--- src/rtl/uart_tx_arbiter_pkg.sv ---
// Shared types and defaults for the UART transmit arbiter: FSM encoding,
// parameter defaults matching the uart core, and the round-robin wrap helper.
package uart_tx_arbiter_pkg;

  localparam int DBIT_DEF    = 8;
  localparam int NREQ_DEF    = 4;
  localparam int MAX_LEN_DEF = 16;

  typedef enum logic [0:0] {
    ST_IDLE = 1'b0,
    ST_SEND = 1'b1
  } arb_state_e;

  // Index of the requester after idx, wrapping from nreq-1 back to 0.
  function automatic int rr_next(input int idx, input int nreq);
    return (idx == nreq - 1) ? 0 : idx + 1;
  endfunction

endpackage

--- src/rtl/uart_rr_pick.sv ---
// Combinational round-robin picker: first set req bit scanning from rr_ptr
// upward, modulo NREQ.
module uart_rr_pick #(
  parameter int NREQ  = 4,
  parameter int IDX_W = 2
) (
  input  logic [NREQ-1:0]  req,
  input  logic [IDX_W-1:0] rr_ptr,
  output logic             any,
  output logic [IDX_W-1:0] idx
);

  // Scan from the far end so the candidate closest to rr_ptr is written last.
  always_comb begin
    any = 1'b0;
    idx = '0;
    for (int k = NREQ - 1; k >= 0; k--) begin
      if (req[(int'(rr_ptr) + k) % NREQ]) begin
        any = 1'b1;
        idx = IDX_W'((int'(rr_ptr) + k) % NREQ);
      end
    end
  end

endmodule

--- src/rtl/uart_tx_arbiter.sv ---
// Shares one UART tx FIFO between NREQ message sources; a granted source owns
// the FIFO until its 'last' byte is written or MAX_LEN bytes force a release.
module uart_tx_arbiter
  import uart_tx_arbiter_pkg::*;
#(
  parameter int DBIT    = DBIT_DEF,
  parameter int NREQ    = NREQ_DEF,
  parameter int IDX_W   = 2,
  parameter int MAX_LEN = MAX_LEN_DEF,
  parameter int LEN_W   = 4
) (
  input  logic                 clk,
  input  logic                 reset,
  input  logic [NREQ-1:0]      req,
  input  logic [NREQ*DBIT-1:0] data,
  input  logic [NREQ-1:0]      last,
  output logic [NREQ-1:0]      ack,
  input  logic                 tx_full,
  output logic                 wr_uart,
  output logic [DBIT-1:0]      w_data,
  output logic                 busy,
  output logic [IDX_W-1:0]     grant_id,
  output logic                 len_err,
  output arb_state_e           state_dbg,
  output logic [IDX_W-1:0]     rr_ptr_dbg,
  output logic [LEN_W-1:0]     cnt_dbg
);

  // Handshake: a byte of source i transfers in the cycle where the arbiter is
  // in SEND with grant_id==i, req[i]=1 and tx_full=0; that cycle wr_uart and
  // ack[i] are both high. The source holds data/last stable until ack[i].

  arb_state_e       state_q, state_d;
  logic [IDX_W-1:0] grant_q, grant_d;
  logic [IDX_W-1:0] rr_q, rr_d;
  logic [LEN_W-1:0] cnt_q, cnt_d;
  logic             pick_any;
  logic [IDX_W-1:0] pick_idx;

  uart_rr_pick #(
    .NREQ  (NREQ),
    .IDX_W (IDX_W)
  ) u_pick (
    .req    (req),
    .rr_ptr (rr_q),
    .any    (pick_any),
    .idx    (pick_idx)
  );

  always_ff @(posedge clk or negedge reset) begin
    if (!reset) begin
      state_q <= ST_IDLE;
      grant_q <= '0;
      rr_q    <= '0;
      cnt_q   <= '0;
    end else begin
      state_q <= state_d;
      grant_q <= grant_d;
      rr_q    <= rr_d;
      cnt_q   <= cnt_d;
    end
  end

  always_comb begin
    state_d = state_q;
    grant_d = grant_q;
    rr_d    = rr_q;
    cnt_d   = cnt_q;
    wr_uart = 1'b0;
    ack     = '0;
    w_data  = '0;
    busy    = 1'b0;
    len_err = 1'b0;
    case (state_q)
      ST_IDLE: begin
        if (pick_any) begin
          grant_d = pick_idx;
          cnt_d   = '0;
          state_d = ST_SEND;
        end
      end
      ST_SEND: begin
        busy          = 1'b1;
        w_data        = data[int'(grant_q)*DBIT +: DBIT];
        wr_uart       = req[grant_q] & ~tx_full;
        ack[grant_q]  = wr_uart;
        if (wr_uart) begin
          if (last[grant_q] || cnt_q == LEN_W'(MAX_LEN - 1)) begin
            // Forced release: the rest of the message re-arbitrates as new.
            len_err = ~last[grant_q];
            state_d = ST_IDLE;
            rr_d    = IDX_W'(rr_next(int'(grant_q), NREQ));
            cnt_d   = '0;
          end else begin
            cnt_d = cnt_q + LEN_W'(1);
          end
        end
      end
      default: state_d = ST_IDLE;
    endcase
  end

  assign grant_id   = grant_q;
  assign state_dbg  = state_q;
  assign rr_ptr_dbg = rr_q;
  assign cnt_dbg    = cnt_q;

endmodule

--- config.mk ---
export PLATFORM = sky130hd
export DESIGN_NAME = uart_tx_arbiter
export DESIGN_NICKNAME = d
export VERILOG_FILES = /design/src/rtl/uart_tx_arbiter_pkg.sv /design/src/rtl/uart_rr_pick.sv /design/src/rtl/uart_tx_arbiter.sv
export SDC_FILE = /design/constraint.sdc
export NUM_CORES = 1
export LEC_CHECK = 0
export ABC_AREA = 0
export CAP_MARGIN = 10
export CELL_PAD_IN_SITES_DETAIL_PLACEMENT = 1
export CELL_PAD_IN_SITES_GLOBAL_PLACEMENT = 1
export CORE_ASPECT_RATIO = 1.25
export CORE_MARGIN = 3
export CORE_UTILIZATION = 24
export DETAILED_ROUTE_END_ITERATION = 12
export PLACE_DENSITY = 0.77
export REMOVE_ABC_BUFFERS = 1
export SYNTH_ARGS = -nofsm -noshare
export SYNTH_HDL_FRONTEND = slang
export SYNTH_HIERARCHICAL = 1
export SYNTH_SLANG_ARGS = --single-unit
--- constraint.sdc ---
create_clock -name clk -period 2.5 [get_ports clk]
set_input_delay 0.625 -clock clk [delete_from_list [all_inputs] [get_ports clk]]
set_output_delay 0.625 -clock clk [all_outputs]
set_load 0.05 [all_outputs]
Yosys cells after proc, flatten, opt, wreduce, memory -nomap -nowiden
Cells that the tools add are included.

Logic and storage cells: 77. Register bits after elaboration: 9. Input port bits: 43.

$lt $le $gt $ge: 6. Bitwise logic cells: 8. Shift operators: 1. $add $sub $neg: 5. Equal/unequal tests: 4. Mux-type cells: 41. Reductions and logical operators: 8.

Operator list (count): variable part select 32 x 6 -> 8 bit (1); two-way mux 1 bit (22); two-way mux 4 bit (4); binary-select mux 1 bit (select 2 bit) (6); less-than comparator 3 x 4 -> 1 bit, second input constant (3); two-way mux 2 bit (5); two-way mux 8 bit (1); one-hot mux 4 bit (2 select lines) (1); less-than comparator 2 x 3 -> 1 bit, second input constant (2); OR reduction 2 bit (3); adder 2 x 1 -> 2 bit, second input constant (2); adder 2 bit, second input constant (2); adder 4 x 1 -> 4 bit, second input constant (1); bitwise AND 4 bit (1); equality test 4 bit, second input constant (1); AND reduction 2 bit (2); bitwise AND 1 bit, first input constant (3); inverter 1 bit (3); AND reduction 3 bit (1); demux 1 bit (select 2 bit) (1); equality test 2 x 1 -> 1 bit, second input constant (1); >= comparator 2 x 1 -> 1 bit, second input constant (1); != test 2 x 1 -> 1 bit, second input constant (1); != test 2 bit, second input constant (1); other kinds (4) (4).

Longest topological paths before layout
Gate-level depths: netlist of run 1.

Word-level depth: 12. Mapped depth: 5. Depth with buffers taken out: 5.

Cells and area by module
Netlist of run 1, hierarchy kept.

By module, submodules not included: uart_tx_arbiter (times used 1, cells each 78, area an instance 870.8 um^2); uart_rr_pick (times used 1, cells each 13, area an instance 77.6 um^2).

Worst setup path after synthesis of run 1
No wires, ideal clock.

Path type: flip-flop to output port. From: reg grant_q[0] (netlist: grant_id[0]). To: out len_err. Arrival: 2.937 ns. Buffers on the path: 1. Path slack: -1.062 ns. Stages on the path, launching flop included: 5. Data required time: 1.875 ns. Cells stage by stage: dfrtp_1 mux4_2 buf_2 and2_1 nor3b_1.

Longest elaborated chain between the ends: 6. Elaborated cells between the ends (all ways): 10. Classes of those cells: mux: 7; bitwise: 2; reduce/logical: 1.

RTL lines: start: declaration (line uart_tx_arbiter.sv:34) `logic [IDX_W-1:0] grant_q, grant_d;`; start signal: assignment (line uart_tx_arbiter.sv:58) `grant_q <= grant_d;`; binary-select mux 1 bit (select 2 bit) (line uart_tx_arbiter.sv:88, uart_tx_arbiter.sv:90); two-way mux 1 bit (not written as such) (line uart_tx_arbiter.sv:88, uart_tx_arbiter.sv:90); logical OR 1 bit or inverter 1 bit (tied branches) (line uart_tx_arbiter.sv:88, uart_tx_arbiter.sv:90); two-way mux 1 bit (line uart_tx_arbiter.sv:88) `if (last[grant_q] || cnt_q == LEN_W'(MAX_LEN - 1)) begin`; two-way mux 1 bit * (line uart_tx_arbiter.sv:87) `if (wr_uart) begin`; two-way mux 1 bit * (line uart_tx_arbiter.sv:74) `case (state_q)`; end: declaration (line uart_tx_arbiter.sv:23) `output logic len_err,`.

Mark *: on every way between the ends. The rest lies on a longest branch, timed or not. The select of a mux whose other input is x is not followed.

Worst setup path after layout of run 1
From: in req[1]. To: out ack[2].

Longest elaborated chain between the ends: 5.

RTL lines: start: declaration (line uart_tx_arbiter.sv:14) `input logic [NREQ-1:0] req,`; binary-select mux 1 bit (select 2 bit) (line uart_tx_arbiter.sv:85) `wr_uart = req[grant_q] & ~tx_full;`; two-way mux 1 bit (not written as such) (line uart_tx_arbiter.sv:85); bitwise AND 1 bit (line uart_tx_arbiter.sv:85); bitwise AND 4 bit (no source line); two-way mux 4 bit (line uart_tx_arbiter.sv:74); end: declaration (line uart_tx_arbiter.sv:17) `output logic [NREQ-1:0] ack,`.

Every way passes these cells. The select of a mux whose other input is x is not followed.

==> results.toml, run 1 <==
[critical_path]
reg2reg_slack_ps = 590
r2r-end = "rr_ptr_dbg[0]"
cp_data_arrival_time_ps = 1840
r2r-start = "grant_id[0]"
crit_required_ps = 1880
crit_type = "input pin to output port"
start_kind = "input pin"
end_kind = "output port"
crit_fanout = 5
ff2ff_path_depth = 4

[power_and_ir_drop]
p_clk_share_pct = 8.8
power_frac_comb_pct = 76.4
p_sw_mw = 1.023
pwr_density_cell_mw_per_mm2 = 1081
swShare_pct = 52.11
ir_worst_vdd_mv = 0.5529
leakage_nw = 0.7577
power_frac_seq_pct = 14.8
internal-power_mw = 0.9400

[grt]
antenna_found_initial = 0
grt_first_pass_wirelength_microns = 5830
grt_pass1_vias = 1144
grt_max_degree = 15
gr-total-overflow = 0
grt_usage_pct = 15.62

[placement]
dp_cells = 217
globalplace.congestion = 0.8662
dpl.hpwl_microns = 3158
io_buffers = 66

[logic_synthesis]
synth_cells = 91
synth_area_sq_um = 948.4
yosys_warnings = 6
ys_seq_elements = 9
async_flop_share_pct = 100.0
syn_area_per_cell_sq_um = 10.42
synthFlopType = "dfrtp_1"
ys_types = 30
synth_edf_count = 0
ys_seq_area_share_pct = 23.75

[sta]
drv_slew = 0
finalHoldViolations = 0
maxSlewHeadroom_pct = 66.14
rsz0062_at_grt = "false"
hold_ws_ps = 563.4
clock.fmax_ghz = 0.4061
post-route-period-util_pct = 98.50
worst_slew_pin_slew_ps = 506.3
finalCriticalPeriod_ps = 2463
finClkSkew_ps = 5.212
setup_viol_count_final = 0

[clocking]
clk_pin_slew_worst_paths_ps = 40
cts.sinks = 9
post_cts_buffers = 0
max-clock-path-buffers = 2
h-tree-depth = 1
cts_tree = "yes"
holdBufCountCts = 0
clock_latency_ps = 240
cts_root_buf = "clkbuf_8"
cts-buffers-inserted = 3

[cells_and_area]
final_cell_mix = "42 x clkdlybuf4s50_1, 20 x buf_4, 10 x mux4_2"
areaGrowthSynthToFinish_pct = 91.42
final_common_cell = "clkdlybuf4s50_1"
insertedDiodeCount = 0
utilization_pct = 49.97
layout.cells.non_filler = 220
final_nets = 217
drive_above_1_share_pct = 31.55

[routing]
drt_drc_violations_left = 0
drt-wirelength-per-cell_microns = 16.41
vias = 1040
dr.pass1.iters = 2
via_per_inst = 4.727
drtIter0Drc = 61
antenna_left = 0
routed_wl_microns = 3610

[floorplanning]
coreArea_sq_mm = 0.003633
ios = 67
die_h_microns = 76.29
die_w_microns = 62.23
core.rowCount = 24
start_util_pct = 26.10
dieArea_sq_mm = 0.004747

[hold_path]
holdPathEnd = "cnt_dbg[0]"
whs_path_depth = 1
hp-start = "cnt_dbg[0]"
min-delay-path-class = "flop to flop"

[outcome]
status = "complete, no violations"

[job]
cap_violations = 0
==> what timing repair did <==
action,CTS,global route
pin swaps,1,1
endpoints found under the setup margin,6,14
resized for setup,16,11
==> power by group through the flow <==
stage               combinational [mW]  sequential (mW)  clock (mW)
detailed placement                1.45            0.291           0
global route                      1.58            0.308       0.188
CTS                               1.48            0.290       0.177
finish                            1.50            0.290       0.172
global placement                  1.43            0.286           0
floorplan                        0.706            0.498           0
==> kinds of logic (layout without fill, tap and decap cells) <==
family	after synthesis	count (layout)	synth area share, %
simple gates	41	41	26.39
flops	9	9	23.75
mux	14	14	28.23
compound gates	12	12	10.16
buf+inv	10	87	4.881
fa+ha+maj	5	5	6.596
==> registers in the layout, summed over array words and instances (netlist names) <==
signal      cells
cnt_dbg         4
rr_ptr_dbg      2
grant_id        2
state_dbg       1
==> layer usage <==
layer | vias to the layer above | track usage [%] | wire [microns]
met1 | 523 | 16.09 | 1250
met4 | 0 | 2.876 | 27
met3 | 2 | 3.835 | 122
met2 | 21 | 31.36 | 2210
li1 | 494 | - | -
met5 | - | 0 | 0
==> cell usage after synthesis, types with 3 or more instances <==
library cell | count | area, sq um
ha_1 | 5 | 62.56
or4b_1 | 3 | 30.03
nand2b_1 | 6 | 37.54
dfrtp_1 | 9 | 225.2
mux4_2 | 10 | 225.2
nand2_1 | 4 | 15.01
buf_2 | 4 | 20.02
nor2_1 | 5 | 18.77
and3_1 | 6 | 37.54
and2_1 | 9 | 56.30
inv_1 | 4 | 15.01
==> final cells by class <==
| type | count | area, sq um |
|---|---|---|
| fillers | 410 | 1818 |
| repair buffers | 79 | 759.5 |
| multi-input cells | 72 | 703.2 |
| flip-flops and latches | 9 | 226.5 |
| well taps | 52 | 65.06 |
| clock buffers | 3 | 41.29 |
| inverters | 4 | 15.01 |
| clock inverters | 1 | 5.005 |
==> stage by stage <==
step           TNS [ps]  total power [mW]  cell area (sq um)  setup WS (ps)
2_1_floorplan     -2764             1.205              917.1          -1369
4_1_cts               0             1.946               1780         0.9892
5_1_grt               0             2.078               1815          1.878
3_3_place_gp      -1100             1.713               1720         -240.0
6_report              0             1.963               1815          37.50
3_5_place_dp      -1218             1.743               1720         -256.6
==> worst max-delay path: stages <==
cell and delay [ps]:
dlygate4sd2_1 240, mux4_2 490, buf_6 150, and3_1 180
buf_6 150
==> worst max-delay path by stage <==
stage,from,endpoint,slack (ps),depth (start not counted)
CTS,req[3],len_err,1,5
detailed placement,req[0],len_err,-260,6
floorplan,state_dbg,len_err,-1370,3
global placement,req[3],len_err,-240,6
global route,req[1],ack[1],2,5
finish,req[1],ack[2],40,5
Power figures use the tool's default switching activity.
==> run 2, diff against run 1 <==
--- a/config.mk
+++ b/config.mk
@@ -10,7 +10,6 @@
 export CELL_PAD_IN_SITES_DETAIL_PLACEMENT = 1
 export CELL_PAD_IN_SITES_GLOBAL_PLACEMENT = 1
 export CORE_ASPECT_RATIO = 1.25
-export CORE_MARGIN = 3
 export CORE_UTILIZATION = 24
 export DETAILED_ROUTE_END_ITERATION = 12
 export PLACE_DENSITY = 0.77
==> run 2 against run 1 <==
Cell count rose by 2.3%. Power rose by 3.0%. Die area fell by 11%.
==> results.toml, run 2 (synthesis results as in run 1) <==
[critical_path]
r2r-end = "rr_ptr_dbg[0]"
r2r-start = "grant_id[0]"
crit_required_ps = 1880
crit_type = "input pin to output port"
ff2ff_path_depth = 5
cp-startpoint = "data[25]"
end_kind = "output port"
crit_fanout = 1
crit_end = "w_data[1]"
reg2reg_slack_ps = 490
start_kind = "input pin"
cp_data_arrival_time_ps = 1850

[sta]
finalCriticalPeriod_ps = 2475
drv_slew = 0
finalHoldViolations = 0
post-route-period-util_pct = 98.98
clock.fmax_ghz = 0.4041
setup_viol_count_final = 0
setup-tns-final_ps = 0
maxSlewHeadroom_pct = 65.97
rsz0062_at_grt = "false"
finClkSkew_ps = 4.625
worst_slew_pin_slew_ps = 509.4

[power_and_ir_drop]
power_frac_comb_pct = 76.3
p_sw_mw = 1.047
p_clk_share_pct = 8.8
ir_worst_vdd_mv = 0.5213
leakage_nw = 0.7629
swShare_pct = 51.82
internal-power_mw = 0.9737
pwr_density_cell_mw_per_mm2 = 1095
power_frac_seq_pct = 14.9

[cells_and_area]
areaGrowthSynthToFinish_pct = 94.59
fillers = 429
final_common_cell = "clkdlybuf4s50_1"
final_nets = 220
drive_above_1_share_pct = 32.75
largest_reg_flops = 4
insertedDiodeCount = 0
layout.cells.non_filler = 225
final_cell_mix = "43 x clkdlybuf4s50_1, 23 x buf_4, 10 x mux4_2, 8 x dfrtp_1, 7 x and2_1"

[floorplanning]
dieArea_sq_mm = 0.004209
coreArea_sq_mm = 0.003785
die_w_microns = 58.23
die_h_microns = 72.29
ios = 67
core.rowCount = 25
start_util_pct = 25.06

[clocking]
cts.sinks = 9
cts-buffers-inserted = 3
max-clock-path-buffers = 2
clk_pin_slew_worst_paths_ps = 50
cts_root_buf = "clkbuf_8"
clock_latency_ps = 240
h-tree-depth = 1
cts_tree = "yes"

[routing]
antenna_left = 0
drt-wirelength-per-cell_microns = 16.67
dr.pass1.iters = 4
vias = 1048
drt_drc_violations_left = 0
routed_wl_microns = 3751
drtIter0Drc = 28
via_per_inst = 4.658

[hold_path]
min-delay-path-class = "flop to flop"

[grt]
grt_pass1_vias = 1175
grt_max_degree = 11
grt_first_pass_wirelength_microns = 5975
gr-total-overflow = 0
antenna_found_initial = 0
grt_usage_pct = 19.53

[placement]
globalplace.congestion = 0.8379
io_buffers = 66
dpl.hpwl_microns = 3050
dp_cells = 218

[outcome]
status = "complete, no violations"

[job]
cap_violations = 0
==> run 2: how the worst min path moves through the flow <==
stage | start | to | slack (ps) | cells past startpoint
final | cnt_dbg[0] | cnt_dbg[0] | 580 | 1
after global routing | cnt_dbg[0] | cnt_dbg[0] | 630 | 1
after CTS | cnt_dbg[0] | cnt_dbg[0] | 590 | 1
after detailed placement | cnt_dbg[0] | cnt_dbg[0] | 580 | 1
after global placement | cnt_dbg[0] | cnt_dbg[0] | 540 | 1
after floorplan | reset | cnt_dbg[0] | 330 | 0
==> run 2: area by class of cell <==
type / count / area, sq um / area share [%]
tap: 54 / 67.56 / 3.661
multi-input combinational: 72 / 713.2 / 38.64
sequential: 9 / 226.5 / 12.27
clock buffer: 4 / 45.04 / 2.441
inverter: 4 / 15.01 / 0.8136
timing repair buffer: 82 / 778.2 / 42.17
==> run 2: power by group through the flow <==
stage | clock, mW | combinational, mW | sequential [mW]
6_report | 0.178 | 1.54 | 0.301
4_1_cts | 0.179 | 1.46 | 0.309
2_1_floorplan | 0 | 0.706 | 0.498
3_5_place_dp | 0 | 1.43 | 0.309
3_3_place_gp | 0 | 1.40 | 0.301
5_1_grt | 0.190 | 1.62 | 0.316
==> run 2: critical path: stages <==
cell and delay [ps]:
clkdlybuf4s50_1 400, mux4_2 460, and2_1 170, buf_4 190
==> run 2: per-layer routing <==
metal | vias up | GRT usage, % | part of all wire (%)
li1 | 502 | - | -
met4 | 0 | 5.026 | 1.9
met3 | 9 | 3.565 | 2.3
met1 | 517 | 19.91 | 38
met5 | - | 0 | 0
met2 | 20 | 39.46 | 58
==> run 2: repair_timing <==
item	in CTS	in global routing
resized for setup	16	11
endpoints found under the setup margin	12	12
hold buffers	0	0
setup buffers	1	3
pin swaps	2	0
==> run 2: metrics by stage <==
| step | total power [mW] | area (sq um) | hold WS [ps] | util [%] | setup WS (ps) |
|---|---|---|---|---|---|
| floorplan | 1.205 | 917.1 | 329.4 | - | -1369 |
| global placement | 1.698 | 1718 | 535.7 | 45.39 | -237.9 |
| detailed placement | 1.738 | 1718 | 584.5 | 45.39 | -261.4 |
| CTS | 1.953 | 1780 | 591.0 | 47.04 | 7.982 |
| global route | 2.129 | 1846 | 632.0 | 48.76 | 4.696 |
| finish | 2.021 | 1846 | 580.8 | 48.76 | 25.41 |
==> run 3, diff against run 2 <==
--- a/config.mk
+++ b/config.mk
@@ -12,9 +12,8 @@
 export CORE_ASPECT_RATIO = 1.25
 export CORE_UTILIZATION = 24
 export DETAILED_ROUTE_END_ITERATION = 12
-export PLACE_DENSITY = 0.77
+export PLACE_DENSITY = 0.78
 export REMOVE_ABC_BUFFERS = 1
 export SYNTH_ARGS = -nofsm -noshare
 export SYNTH_HDL_FRONTEND = slang
-export SYNTH_HIERARCHICAL = 1
 export SYNTH_SLANG_ARGS = --single-unit
==> run 3 against run 2 <==
The run now ends with design-rule violations left. Sequential cell count stayed put. Utilization is 1.8 points higher. Synthesized cell count is 4.4% lower. Cell count is 8.0% lower. Sequential share of layout area is 0.27 points higher. Combinational power is 3% higher. Global-route usage is 1.7 points lower. Non-clock buffer count stayed put. Sequential power is 4% lower. Clock power is 3% lower. Synthesized area is 3.4% lower. Routed wire length is 3.8% lower.
==> results.toml, run 3 <==
[placement]
pre_cts_slack_ps = -203.3
globalplace.congestion = 0.7779
dp_cells = 202
io_buffers = 66
dpl.hpwl_microns = 2962
dpl_cell_area_sq_mm = 0.001687

[sta]
rsz0062_at_grt = "false"
setup_viol_count_final = 0
finalHoldViolations = 0
clock.fmax_ghz = 0.4028
finClkSkew_ps = 5.786
drv_slew = 0
finalCriticalPeriod_ps = 2482
maxSlewHeadroom_pct = 65.92
worst_slew_pin_slew_ps = 509.6
post-route-period-util_pct = 99.30
finalWorstSetupSlack_ps = 17.55

[grt]
grt_first_pass_wirelength_microns = 5526
grt_usage_pct = 17.87
antenna_found_initial = 0
grt_max_degree = 12
gr-total-overflow = 0
grt_pass1_vias = 1096

[critical_path]
ff2ff_path_depth = 6
reg2reg_slack_ps = 510
crit_fanout = 1
crit_required_ps = 1880
path_cells = "clkdlybuf4s50_1 -> mux4_2 -> and2_4 -> buf_6"
slowest_stage = "mux4_2"
cp_data_arrival_time_ps = 1860
crit_type = "input pin to output port"
start_kind = "input pin"
end_kind = "output port"
cpPeakStageDelay_ps = 490

[hold_path]
min-delay-path-class = "flop to flop"
whs_path_depth = 1

[routing]
routed_wl_microns = 3610
vias = 1063
drt_drc_violations_left = 12
drtIter0Drc = 55
drt-wirelength-per-cell_microns = 17.44
dr.pass1.iters = 8
via_per_inst = 5.135
antenna_left = 0

[logic_synthesis]
synth_edf_count = 0
yosys.area.top_type_share_pct = 24.59
ys_seq_elements = 9
synth.area.top_cells = "dfrtp_1 25%, mux4_2 22%, ha_1 6.8%"
yosys_warnings = 0
synth_area_sq_um = 915.9
ys_top_cells_by_count = "9 x and2_1, 9 x dfrtp_1, 9 x mux4_2"
ys_seq_area_share_pct = 24.59
synthFlopType = "dfrtp_1"
synth_top_area_cell = "dfrtp_1"
synth_cells = 87
syn_area_per_cell_sq_um = 10.53
async_flop_share_pct = 100.0
ys_types = 35

[clocking]
cts_root_buf = "clkbuf_8"
clk_pin_slew_worst_paths_ps = 50
cts.sinks = 9
cts_tree = "yes"
holdBufCountCts = 0
cts-buffers-inserted = 3
h-tree-depth = 1
max-clock-path-buffers = 2
clock_latency_ps = 240

[cells_and_area]
final_cell_mix = "42 x clkdlybuf4s50_1, 23 x buf_4, 9 x mux4_2, 8 x and2_1, 8 x dfrtp_1"
final_nets = 217
final_common_cell = "clkdlybuf4s50_1"
areaGrowthSynthToFinish_pct = 97.13
stdcell_area_sq_mm = 0.001805
largest_reg_flops = 4
regArea_sq_um = 226.5
drive_above_1_share_pct = 33.93
layout.cells.non_filler = 207
fillers = 411
insertedDiodeCount = 0
utilization_pct = 50.53
multi_input_area_sq_um = 669.4

[outcome]
violations = "design-rule violations"
status = "complete, but fails checks"

[floorplanning]
core.rowCount = 24
ios = 67
coreArea_sq_mm = 0.003573
start_util_pct = 25.63
dieArea_sq_mm = 0.004069
die_w_microns = 57.26
die_h_microns = 71.07

[power_and_ir_drop]
finalPower_mw = 2.043
ir_worst_vdd_mv = 0.4752
leakage_nw = 0.8243
pwr_density_cell_mw_per_mm2 = 1131

[job]
cap_violations = 0
[run 3: cell types whose count changed after synthesis, moves of 3 or more]
cell,change
nand2b_1,-5
or4b_1,-3
nor2_1,-3
buf_2,-3
nand3_1,+5
o21ai_0,+3
[run 3: area by class of cell]
| class | instances | share of cell area (%) |
|---|---|---|
| tap | 39 | 2.703 |
| sequential | 9 | 12.54 |
| inverter | 5 | 1.178 |
| multi-input combinational | 68 | 37.08 |
| clock buffer | 3 | 2.287 |
| clock inverter | 1 | 0.2772 |
| timing repair buffer | 82 | 43.94 |
[run 3: through the flow]
step	TNS (ps)	hold slack, ps
after floorplan	-1991	329.4
after global placement	-900.2	531.4
after detailed placement	-1118	546.2
after CTS	-64.61	556.2
after global routing	0	576.6
final	0	552.4
[run 3: final timing paths]
| path | startpoint | to |
|---|---|---|
| worst min-delay path | cnt_dbg[2] | cnt_dbg[2] |
| worst max-delay path | data[28] | w_data[4] |
| worst min register to register | cnt_dbg[2] | cnt_dbg[2] |
| min in group asynchronous | reset | grant_id[1] |
| worst max register to register | grant_id[0] | rr_ptr_dbg[1] |
| max in group asynchronous | reset | grant_id[0] |
[run 3: what timing repair did]
item	in CTS	in global routing
endpoints found under the setup margin	8	5
pin swaps	1	2
setup buffers	0	1
gates resized for setup	16	8
[run 3: logic make-up (layout without fill, tap and decap cells)]
kind of cell,Yosys count,after routing,share of synthesized area [%]
AO/OA/AOI/OAI,12,12,8.334
adder cells (fa/ha/maj),5,5,6.831
buffers and inverters,10,91,4.918
flip-flops,9,9,24.59
multiplexers,14,14,30.05
AND/OR/NAND/NOR,37,37,25.27
[run 3: per-layer routing]
metal  GRT usage [%]  vias up  wire, microns
met2           33.33       60           1849
met4           4.878        0             15
met5               0        -              0
li1                -      488              -
met3           5.119        3            415
met1           19.38      512           1329
[run 3: critical path: cells and delay by family]
| kind | cells | cell delay [ps] |
|---|---|---|
| buffers and inverters | 2 | 570 |
| multiplexers | 1 | 490 |
| AND/OR/NAND/NOR | 1 | 170 |
[run 3: where the power goes]
part	internal, mW	total (mW)	switching [mW]
clock network	0.109	0.172	0.0633
logic	0.680	1.58	0.900
registers	0.195	0.290	0.0944
